`config.mk`:
```
export PLATFORM = sky130hd
export DESIGN_NAME = pipe_hazard_unit_flat
export DESIGN_NICKNAME = d
export VERILOG_FILES = /design/src/rtl/pipe_hazard_unit_pkg.sv /design/src/rtl/pipe_hazard_unit_if.sv /design/src/rtl/pipe_hazard_unit_mdu_tracker.sv /design/src/rtl/pipe_hazard_unit.sv /design/src/flat_wrapper.sv
export SDC_FILE = /design/constraint.sdc
export NUM_CORES = 1
export LEC_CHECK = 0
export CAP_MARGIN = 20
export CORE_MARGIN = 2
export CORE_UTILIZATION = 49
export CTS_BUF_LIST = sky130_fd_sc_hd__clkbuf_4 sky130_fd_sc_hd__clkbuf_8
export DETAILED_ROUTE_END_ITERATION = 8
export PLACE_DENSITY = 0.83
export RECOVER_POWER = 25
export SETUP_SLACK_MARGIN = 0.15
export SYNTH_ARGS = -nofsm -noshare
export SYNTH_HDL_FRONTEND = slang
export SYNTH_SLANG_ARGS = --single-unit
```
`constraint.sdc`:
```
create_clock -name clk -period 3.4 [get_ports clk]
set_clock_uncertainty 0.15 [all_clocks]
set_input_delay 0.34 -clock clk [delete_from_list [all_inputs] [get_ports clk]]
set_output_delay 0.34 -clock clk [all_outputs]
set_load 0.01 [all_outputs]
```
`src/rtl/pipe_hazard_unit_pkg.sv`:
```
// Shared types and constants for the decode-side hazard/forwarding controller.
package pipe_hazard_unit_pkg;
  localparam int NSTAGE_DEF = 3;
  localparam int STG_EX  = 0;
  localparam int STG_MEM = 1;
  localparam int STG_WB  = 2;

  typedef logic [$clog2(NSTAGE_DEF+1)-1:0] fwd_sel_t;

  typedef enum logic [1:0] {
    MDU_IDLE = 2'd0,
    MDU_BUSY = 2'd1,
    MDU_DONE = 2'd2
  } mdu_state_t;
endpackage

```
`src/rtl/pipe_hazard_unit_if.sv`:
```
// Decode/stage view exchanged between the pipeline (master) and the hazard unit (slave).
interface pipe_hazard_unit_if #(
  parameter int NREAD  = 2,
  parameter int NSTAGE = 3,
  parameter int REG_AW = 5,
  parameter int CNT_W  = 32
);
  localparam int SW = $clog2(NSTAGE+1);

  logic                           d_valid;
  logic [NREAD-1:0][REG_AW-1:0]   d_src;
  logic [NREAD-1:0]               d_src_used;
  logic                           d_is_branch;
  logic                           d_mdu_start;
  logic                           d_mdu_read;
  logic                           br_taken;
  logic [NSTAGE-1:0][REG_AW-1:0]  s_dst;
  logic [NSTAGE-1:0]              s_we;
  logic [NSTAGE-1:0]              s_rdy;
  logic [NREAD-1:0][SW-1:0]       fwd_sel;
  logic                           stall_f;
  logic                           stall_d;
  logic                           bubble_e;
  logic                           flush_d;
  logic                           mdu_busy;
  logic                           mdu_done;
  logic [CNT_W-1:0]               stall_cnt;

  modport master (
    output d_valid, d_src, d_src_used, d_is_branch, d_mdu_start, d_mdu_read, br_taken,
           s_dst, s_we, s_rdy,
    input  fwd_sel, stall_f, stall_d, bubble_e, flush_d, mdu_busy, mdu_done, stall_cnt
  );

  modport slave (
    input  d_valid, d_src, d_src_used, d_is_branch, d_mdu_start, d_mdu_read, br_taken,
           s_dst, s_we, s_rdy,
    output fwd_sel, stall_f, stall_d, bubble_e, flush_d, mdu_busy, mdu_done, stall_cnt
  );
endinterface

```
`src/rtl/pipe_hazard_unit_mdu_tracker.sv`:
```
// Tracks one in-flight multiply/divide: BUSY for MDU_LAT-1 cycles, then a one-cycle DONE.
module pipe_hazard_unit_mdu_tracker
  import pipe_hazard_unit_pkg::*;
#(
  parameter int MDU_LAT = 4
) (
  input  logic clk,
  input  logic reset,
  input  logic issue,
  output logic busy,
  output logic done
);
  localparam int CW = $clog2(MDU_LAT+1);
  localparam logic [1:0] S_IDLE = MDU_IDLE;
  localparam logic [1:0] S_BUSY = MDU_BUSY;
  localparam logic [1:0] S_DONE = MDU_DONE;
  localparam logic [CW-1:0] LOAD = CW'(MDU_LAT-1);

  logic [1:0]    state;
  logic [CW-1:0] cnt;

  always_ff @(posedge clk) begin
    if (!reset) begin
      state <= S_IDLE;
      cnt   <= '0;
    end else begin
      case (state)
        S_IDLE, S_DONE: begin
          if (issue) begin
            cnt   <= LOAD;
            state <= (MDU_LAT == 1) ? S_DONE : S_BUSY;
          end else begin
            state <= S_IDLE;
          end
        end
        S_BUSY: begin
          // Leave BUSY on the cycle the count reaches zero.
          cnt <= cnt - 1'b1;
          if (cnt == CW'(1)) state <= S_DONE;
        end
        default: state <= S_IDLE;
      endcase
    end
  end

  assign busy = (state == S_BUSY);
  assign done = (state == S_DONE);
endmodule

```
`src/rtl/pipe_hazard_unit.sv`:
```
// Decode-stage hazard detection, forwarding select, MDU interlock and stall counter.
module pipe_hazard_unit
  import pipe_hazard_unit_pkg::*;
#(
  parameter int NREAD   = 2,
  parameter int NSTAGE  = 3,
  parameter int REG_AW  = 5,
  parameter int MDU_LAT = 4,
  parameter int CNT_W   = 32
) (
  input  logic           clk,
  input  logic           reset,
  pipe_hazard_unit_if.slave hz
);
  localparam int SW = $clog2(NSTAGE+1);

  logic [NREAD-1:0]         port_stall;
  logic [NREAD-1:0][SW-1:0] fwd;
  logic                     mdu_busy, mdu_done, mdu_stall, stall, issue;
  logic [CNT_W-1:0]         stall_q;

  for (genvar p = 0; p < NREAD; p++) begin : g_port
    logic          any, hit, rdy, is_ex;
    logic [SW-1:0] sel;

    // Walk farthest to nearest so the nearest matching stage is what remains.
    always_comb begin
      any   = 1'b0;
      rdy   = 1'b0;
      is_ex = 1'b0;
      sel   = '0;
      for (int k = NSTAGE-1; k >= 0; k--) begin
        if (hz.s_we[k] && hz.s_dst[k] == hz.d_src[p]) begin
          any   = 1'b1;
          rdy   = hz.s_rdy[k];
          is_ex = (k == STG_EX);
          sel   = SW'(k+1);
        end
      end
    end

    assign hit           = any && hz.d_valid && hz.d_src_used[p] && (hz.d_src[p] != '0);
    assign port_stall[p] = hit && (!rdy || (hz.d_is_branch && is_ex));
    assign fwd[p]        = (hit && !port_stall[p]) ? sel : '0;
  end

  assign mdu_stall = hz.d_valid && (hz.d_mdu_start || hz.d_mdu_read) && mdu_busy;
  assign stall     = (|port_stall) || mdu_stall;
  assign issue     = hz.d_valid && hz.d_mdu_start && !stall;

  pipe_hazard_unit_mdu_tracker #(.MDU_LAT(MDU_LAT)) u_mdu (
    .clk   (clk),
    .reset (reset),
    .issue (issue),
    .busy  (mdu_busy),
    .done  (mdu_done)
  );

  always_ff @(posedge clk) begin
    if (!reset)                    stall_q <= '0;
    else if (stall && ~&stall_q)   stall_q <= stall_q + 1'b1;
  end

  // Everything is held quiet while reset is asserted.
  assign hz.fwd_sel   = reset ? fwd : '0;
  assign hz.stall_f   = reset && stall;
  assign hz.stall_d   = reset && stall;
  assign hz.bubble_e  = reset && stall;
  assign hz.flush_d   = reset && hz.br_taken && !stall;
  assign hz.mdu_busy  = reset && mdu_busy;
  assign hz.mdu_done  = reset && mdu_done;
  assign hz.stall_cnt = reset ? stall_q : '0;
endmodule
```
`src/flat_wrapper.sv`:
```
// flat-port wrapper written by rule: the top's interface ports become plain ports
module pipe_hazard_unit_flat import pipe_hazard_unit_pkg::*;
#(
  parameter int NREAD   = 2,
  parameter int NSTAGE  = 3,
  parameter int REG_AW  = 5,
  parameter int MDU_LAT = 4,
  parameter int CNT_W   = 32
)
  (clk, reset, hz_d_valid, hz_d_src, hz_d_src_used, hz_d_is_branch, hz_d_mdu_start, hz_d_mdu_read, hz_br_taken, hz_s_dst, hz_s_we, hz_s_rdy, hz_fwd_sel, hz_stall_f, hz_stall_d, hz_bubble_e, hz_flush_d, hz_mdu_busy, hz_mdu_done, hz_stall_cnt);
  pipe_hazard_unit_if #(.NREAD(NREAD), .NSTAGE(NSTAGE), .REG_AW(REG_AW), .CNT_W(CNT_W)) hz_i ();
  input  logic clk;
  input  logic reset;
  input wire logic [$bits(hz_i.d_valid)-1:0] hz_d_valid;
  input wire logic [$bits(hz_i.d_src)-1:0] hz_d_src;
  input wire logic [$bits(hz_i.d_src_used)-1:0] hz_d_src_used;
  input wire logic [$bits(hz_i.d_is_branch)-1:0] hz_d_is_branch;
  input wire logic [$bits(hz_i.d_mdu_start)-1:0] hz_d_mdu_start;
  input wire logic [$bits(hz_i.d_mdu_read)-1:0] hz_d_mdu_read;
  input wire logic [$bits(hz_i.br_taken)-1:0] hz_br_taken;
  input wire logic [$bits(hz_i.s_dst)-1:0] hz_s_dst;
  input wire logic [$bits(hz_i.s_we)-1:0] hz_s_we;
  input wire logic [$bits(hz_i.s_rdy)-1:0] hz_s_rdy;
  output wire logic [$bits(hz_i.fwd_sel)-1:0] hz_fwd_sel;
  output wire logic [$bits(hz_i.stall_f)-1:0] hz_stall_f;
  output wire logic [$bits(hz_i.stall_d)-1:0] hz_stall_d;
  output wire logic [$bits(hz_i.bubble_e)-1:0] hz_bubble_e;
  output wire logic [$bits(hz_i.flush_d)-1:0] hz_flush_d;
  output wire logic [$bits(hz_i.mdu_busy)-1:0] hz_mdu_busy;
  output wire logic [$bits(hz_i.mdu_done)-1:0] hz_mdu_done;
  output wire logic [$bits(hz_i.stall_cnt)-1:0] hz_stall_cnt;
  assign hz_i.d_valid = hz_d_valid;
  assign hz_i.d_src = hz_d_src;
  assign hz_i.d_src_used = hz_d_src_used;
  assign hz_i.d_is_branch = hz_d_is_branch;
  assign hz_i.d_mdu_start = hz_d_mdu_start;
  assign hz_i.d_mdu_read = hz_d_mdu_read;
  assign hz_i.br_taken = hz_br_taken;
  assign hz_i.s_dst = hz_s_dst;
  assign hz_i.s_we = hz_s_we;
  assign hz_i.s_rdy = hz_s_rdy;
  assign hz_fwd_sel = hz_i.fwd_sel;
  assign hz_stall_f = hz_i.stall_f;
  assign hz_stall_d = hz_i.stall_d;
  assign hz_bubble_e = hz_i.bubble_e;
  assign hz_flush_d = hz_i.flush_d;
  assign hz_mdu_busy = hz_i.mdu_busy;
  assign hz_mdu_done = hz_i.mdu_done;
  assign hz_stall_cnt = hz_i.stall_cnt;
  pipe_hazard_unit #(.NREAD(NREAD), .NSTAGE(NSTAGE), .REG_AW(REG_AW), .MDU_LAT(MDU_LAT), .CNT_W(CNT_W)) u_core (.clk(clk), .reset(reset), .hz(hz_i));
endmodule
```
## Word level (Yosys, flattened, before mapping)

Index checks and enable logic that the tools add are counted.

| word-level totals | value |
|---|---|
| output and inout bits | 42 |
| word-level logic and storage cells | 91 |
| input bits | 40 |
| register bits after elaboration | 37 |

| operators by class | value |
|---|---|
| muxes and demuxes | 29 |
| equality and inequality tests | 11 |
| reduce and logical (&&, ||, !) cells | 46 |
| $add $sub $neg | 2 |

Operators with widths:

| kind | number |
|---|---|
| $add 32x1->32 const B | 1 |
| $mux 32 | 1 |
| $reduce_and 32->1 | 1 |
| $eq 5x5->1 | 6 |
| $logic_and 1x1->1 | 28 |
| $mux 2 | 9 |
| $mux 1 | 15 |
| $reduce_bool 5->1 | 2 |
| $logic_not 1->1 | 6 |
| $pmux 3 s2 | 1 |
| $logic_or 1x1->1 | 4 |
| $mux 4 | 1 |
| $pmux 2 s2 | 1 |
| $reduce_or 2->1 | 2 |
| $eq 3x1->1 const B | 1 |
| $mux 3 | 1 |
| $sub 3x1->3 const B | 1 |
| $eq 2x1->1 const B | 1 |
| $eq 2x2->1 const B | 1 |
| $logic_not 2->1 | 1 |
| $ne 2x1->1 const B | 1 |
| $ne 2x2->1 const B | 1 |
| $reduce_and 2->1 | 1 |
| $reduce_bool 2->1 | 1 |

## Depth between registers and ports, before layout

| depth | value |
|---|---|
| depth after elaboration | 15 |
| depth in mapped cells | 11 |
| mapped depth without buffers | 8 |

## Hierarchy

A second synthesis with hierarchy kept.

| unflattened totals | value |
|---|---|
| cell total of the unflattened synthesis | 347 |
| area total of the unflattened synthesis | 2756.4 sq um |

Modules (own cells, without submodules):

| module | sequential area each (sq um) | cells each | area an instance (sq um) | instances |
|---|---|---|---|---|
| pipe_hazard_unit | 640.6 | 316 | 2491.1 | 1 |
| pipe_hazard_unit_mdu_tracker | 100.1 | 31 | 265.3 | 1 |

## Least setup slack after synthesis

OpenSTA, ideal clock, no wires.

| path | value |
|---|---|
| path kind | input port to output port |
| start point | input port hz_d_src[6] |
| end point | output port hz_stall_d |
| stages on the path | 10 |
| required time | 2.910 ns |
| arrival | 2.364 ns |
| setup slack | 0.546 ns |
| buffers on the path | 4 |
| path through | or4_1 o211a_1 nor4bb_1 a211oi_1 o211a_1 buf_6 buf_2 clkbuf_1 nor2_1 buf_4 |

| on the way | value |
|---|---|
| cells in the longest elaborated chain, start to end | 12 |
| elaborated cells on any way between the ends | 24 |
| classes of those cells | eq/ne (3); mux (7); reduce/logical (14) |

RTL lines:

| item | line | text |
|---|---|---|
| start, declared | flat_wrapper.sv:15 | `input wire logic [$bits(hz_i.d_src)-1:0] hz_d_src;` |
| $eq 5x5->1 | pipe_hazard_unit.sv:33 | `if (hz.s_we[k] && hz.s_dst[k] == hz.d_src[p]) begin` |
| $logic_and 1x1->1 | pipe_hazard_unit.sv:33 |  |
| $mux 1 (3 in a row) | pipe_hazard_unit.sv:33 |  |
| $logic_and 1x1->1 (3 in a row) | pipe_hazard_unit.sv:42 | `assign hit = any && hz.d_valid && hz.d_src_used[p] && (hz.d_src[p] != '0);` |
| $logic_and 1x1->1 (*) | pipe_hazard_unit.sv:43 | `assign port_stall[p] = hit && (!rdy \|\| (hz.d_is_branch && is_ex));` |
| $reduce_or 2->1 (*) | pipe_hazard_unit.sv:48 | `assign stall = (\|port_stall) \|\| mdu_stall;` |
| $logic_or 1x1->1 (*) | pipe_hazard_unit.sv:48 |  |
| $logic_and 1x1->1 (*) | -- |  |
| end, declared | flat_wrapper.sv:26 | `output wire logic [$bits(hz_i.stall_d)-1:0] hz_stall_d;` |

Every way passes the cells marked *; elsewhere a longest branch is shown, timed or not.

## Worst setup path after layout

| path | value |
|---|---|
| start point | input port hz_d_src[4] |
| end point | output port hz_fwd_sel[1] |

| on the way | value |
|---|---|
| cells in the longest elaborated chain, start to end | 13 |
| elaborated cells on any way between the ends | 28 |
| classes of those cells | eq/ne (3); mux (12); reduce/logical (13) |

RTL lines:

| item | line | text |
|---|---|---|
| $eq 5x5->1 | pipe_hazard_unit.sv:33 |  |
| $logic_and 1x1->1 | pipe_hazard_unit.sv:33 |  |
| $mux 1 (3 in a row) | pipe_hazard_unit.sv:33 |  |
| $logic_and 1x1->1 (3 in a row) | pipe_hazard_unit.sv:42 |  |
| $logic_and 1x1->1 | pipe_hazard_unit.sv:43 |  |
| $logic_not 1->1 | pipe_hazard_unit.sv:44 | `assign fwd[p] = (hit && !port_stall[p]) ? sel : '0;` |
| $logic_and 1x1->1 | pipe_hazard_unit.sv:44 |  |
| $mux 2 (*) | pipe_hazard_unit.sv:44 |  |
| $mux 4 (*) | pipe_hazard_unit.sv:65 | `assign hz.fwd_sel = reset ? fwd : '0;` |
| end, declared | flat_wrapper.sv:24 | `output wire logic [$bits(hz_i.fwd_sel)-1:0] hz_fwd_sel;` |

Marked as above.

==> impl_metrics.yaml <==
outcome:
  status: "complete, no violations"
global_routing:
  grt_max_degree: 34
  met3_usage: 0.0586
  gr-total-overflow: 0
  track_usage: 0.243
  grt_first_pass_wirelength_mm: 12.0
  top_usage_layer: "met2"
  first_global_vias: 2773
  antenna_found_initial: 0
  grtUsageMet2: 0.453
  grt_use_met1: 0.272
place:
  dpl-instance-area_um2: 3620
  place_inst: 489
  dp_hpwl_mm: 5.62
  placement.io_buffers: 81
  gp_congestion: 0.933
timing:
  min_period_ps: 3210
  fmax_mhz: 311
  relSlewSlack: 0.531
  setup_viol: 0
  rsz0062_at_grt: "yes"
  finalMaxSlewViolations: 0
  fin_crit_sh: 0.945
  hold_viol_final: 0
  tightest_slew_ps: 699
floorplanning:
  core_um2: 5200
  rows: 26
  pin_count: 82
  die_h_um: 78.1
  dieArea_um2: 6090
  start_util: 0.516
  die_w_um: 78.1
critical_path:
  r2r_start: "u_core.u_mdu.state[0]"
  end_kind: "output port"
  cp-start-kind: "primary input"
  cp.arrival_ps: 2720
  path_common_cell: "clkdlybuf4s50_1"
  startpoint: "hz_d_src[4]"
  path_cells: "clkdlybuf4s50_1 -> buf_4 -> xnor2_1 -> nand4_1 -> a311o_1 -> a31oi_1 -> and3_1 -> o211a_1 -> clkdlybuf4s50_1"
  r2r_cells: 8
  cp_slowest_cell: "clkdlybuf4s50_1"
  critPathMaxStageDelay_ps: 540
  required_ps: 2910
  critPathKind: "in2out"
  crit_fanout: 3
clock_tree:
  clock_path_buffers: 2
  cts_tree: "done"
  cts_inserted_buffers: 5
  cts.sinks: 37
  h-tree-depth: 2
  cts_root_buf: "clkbuf_8"
  clk_latency_ps: 290
  postCtsHoldBufs: 0
  path_clk_slew_ps: 80
power_and_ir_drop:
  power_density_nw_per_um2: 256
  max-vdd-ir-drop_mv: 0.168
  p_leak_nw: 1.48
  total_power_mw: 0.958
routing:
  vias_per_cell: 5.70
  drt.antenna.violating_nets: 0
  wl_per_cell_um: 14.8
  vias: 2843
  drtIter0Drc: 184
  dr.pass1.iters: 4
  wl_mm: 7.39
  drc: 0
cells_and_area:
  finalNonFillerCells: 499
  mostFrequentLayoutCell: "clkdlybuf4s50_1"
  nets: 471
  n_antenna_cell: 0
  finalInstanceArea_um2: 3750
  drive_gt1_frac: 0.110
  syn2layout_area_growth_pct: 39.5
  most-common-layout-cells: "60 x clkdlybuf4s50_1, 37 x dfxtp_1, 24 x and2_1, 23 x nor2_1, 20 x nand2_1"
synth:
  netlist_area_um2: 2690
  synthesis.nets: 385
  ys_seq_elements: 37
  netlist_instances: 342
  yosysWarnings: 0
  syn_avg_cell_area_um2: 7.86
  synth.distinct_cells: 48
  ys_seq_area_frac: 0.276
job:
  maxCapViolCount: 0
worst_hold_path:
  min_path_type: "reg2reg"
  hold_depth: 2
  worstHoldStart: "u_core.u_mdu.cnt[2]"
[where the power goes]
| group | internal, mW | switching [mW] |
|---|---|---|
| sequential | 0.439 | 0.00462 |
| clock | 0.164 | 0.168 |
| combinational | 0.0915 | 0.0907 |
| total | 0.695 | 0.263 |
[path summary, 6_finish.rpt]
| kind | to | slack, ps |
|---|---|---|
| min reg2reg | u_core.u_mdu.cnt[2] | 340 |
| max | hz_fwd_sel[1] | 190 |
| max reg2reg | u_core.stall_q[23] | 800 |
| min | u_core.u_mdu.cnt[2] | 340 |
[sequential cells by signal, summed over array words and instances (netlist names)]
register and count:
u_core.stall_q 32, u_core.u_mdu.cnt 3, u_core.u_mdu.state 2
[cell families (layout without fill, tap and decap cells)]
group	count (synthesis)	in the layout	share of synthesized area
AO/OA/AOI/OAI	57	57	0.137
flip-flops	37	37	0.276
AND/OR/NAND/NOR	173	173	0.368
buffers and inverters	28	115	0.0489
multiplexers	14	14	0.0582
adder cells (fa/ha/maj)	3	3	0.0140
XOR/XNOR	30	30	0.0978
[cells in the mapped netlist, drive strengths merged]
| library cell | number | area (µm²) |
|---|---|---|
| clkbuf | 14 | 53.8 |
| nor3 | 12 | 60.1 |
| o21a | 2 | 15.0 |
| inv | 6 | 22.5 |
| or2 | 1 | 6.26 |
| nand4 | 12 | 75.1 |
| o211ai | 1 | 7.51 |
| nor2b | 3 | 18.8 |
| o311a | 1 | 10.0 |
| and4b | 2 | 20.0 |
| nand2 | 20 | 75.1 |
| o31a | 2 | 17.5 |
| dfxtp | 37 | 741 |
| ha | 3 | 37.5 |
| a211oi | 1 | 7.51 |
| mux2 | 13 | 146 |
| a21oi | 17 | 85.1 |
| xnor2 | 14 | 123 |
| nor2 | 24 | 90.1 |
| nor4b | 2 | 17.5 |
| a21boi | 1 | 7.51 |
| nor4 | 7 | 50.1 |
| and4 | 5 | 43.8 |
| nor3b | 1 | 7.51 |
| a31oi | 2 | 12.5 |
| clkinv | 1 | 3.75 |
| and2 | 33 | 206 |
| nand2b | 3 | 18.8 |
| a22o | 1 | 8.76 |
| or4b | 1 | 10.0 |
| or3 | 9 | 56.3 |
| nor4bb | 1 | 10.0 |
| buf | 7 | 51.3 |
| and3 | 11 | 68.8 |
| mux2i | 1 | 10.0 |
| or4 | 10 | 75.1 |
| a311o | 1 | 10.0 |
| xor2 | 16 | 140 |
| o21ai | 13 | 65.1 |
| o211a | 4 | 40.0 |
| nand3 | 16 | 80.1 |
| o31ai | 11 | 82.6 |
[metal layers]
metal	part of all wire	vias up
li1	-	1412
met1	0.42	1325
met2	0.51	97
met3	0.053	9
met4	0.012	0
met5	0	-
[cell type report]
type | instances | area [µm²]
clock buffer | 6 | 82.6
multi-input combinational | 277 | 1840
sequential | 37 | 741
tap | 70 | 87.6
fill | 408 | 1460
timing repair buffer | 100 | 956
clock inverter | 2 | 13.8
inverter | 7 | 26.3
[worst max-delay path: cells and delay by family]
family | cells | cell delay (ps)
AND/OR/NAND/NOR | 2 | 330
buffers and inverters | 3 | 1190
XOR/XNOR | 1 | 140
AO/OA/AOI/OAI | 3 | 730
[metrics by stage]
stage / hold slack [ps] / TNS (ps) / setup slack [ps] / util
3_3_place_gp: 310 / 0 / 30.8 / 0.696
5_1_grt: 352 / 0 / 103 / 0.720
2_1_floorplan: 298 / 0 / 546 / -
4_1_cts: 334 / 0 / 184 / 0.715
6_report: 339 / 0 / 186 / 0.720
3_5_place_dp: 322 / -7.68 / -6.38 / 0.696
[what timing repair did]
| action | in CTS | in global routing |
|---|---|---|
| gates resized for setup | 7 | 9 |
| pin swaps | 2 | 2 |
| setup endpoints to repair | 4 | 8 |
| setup buffers | 1 | 1 |
Power figures use the tool's default switching activity.
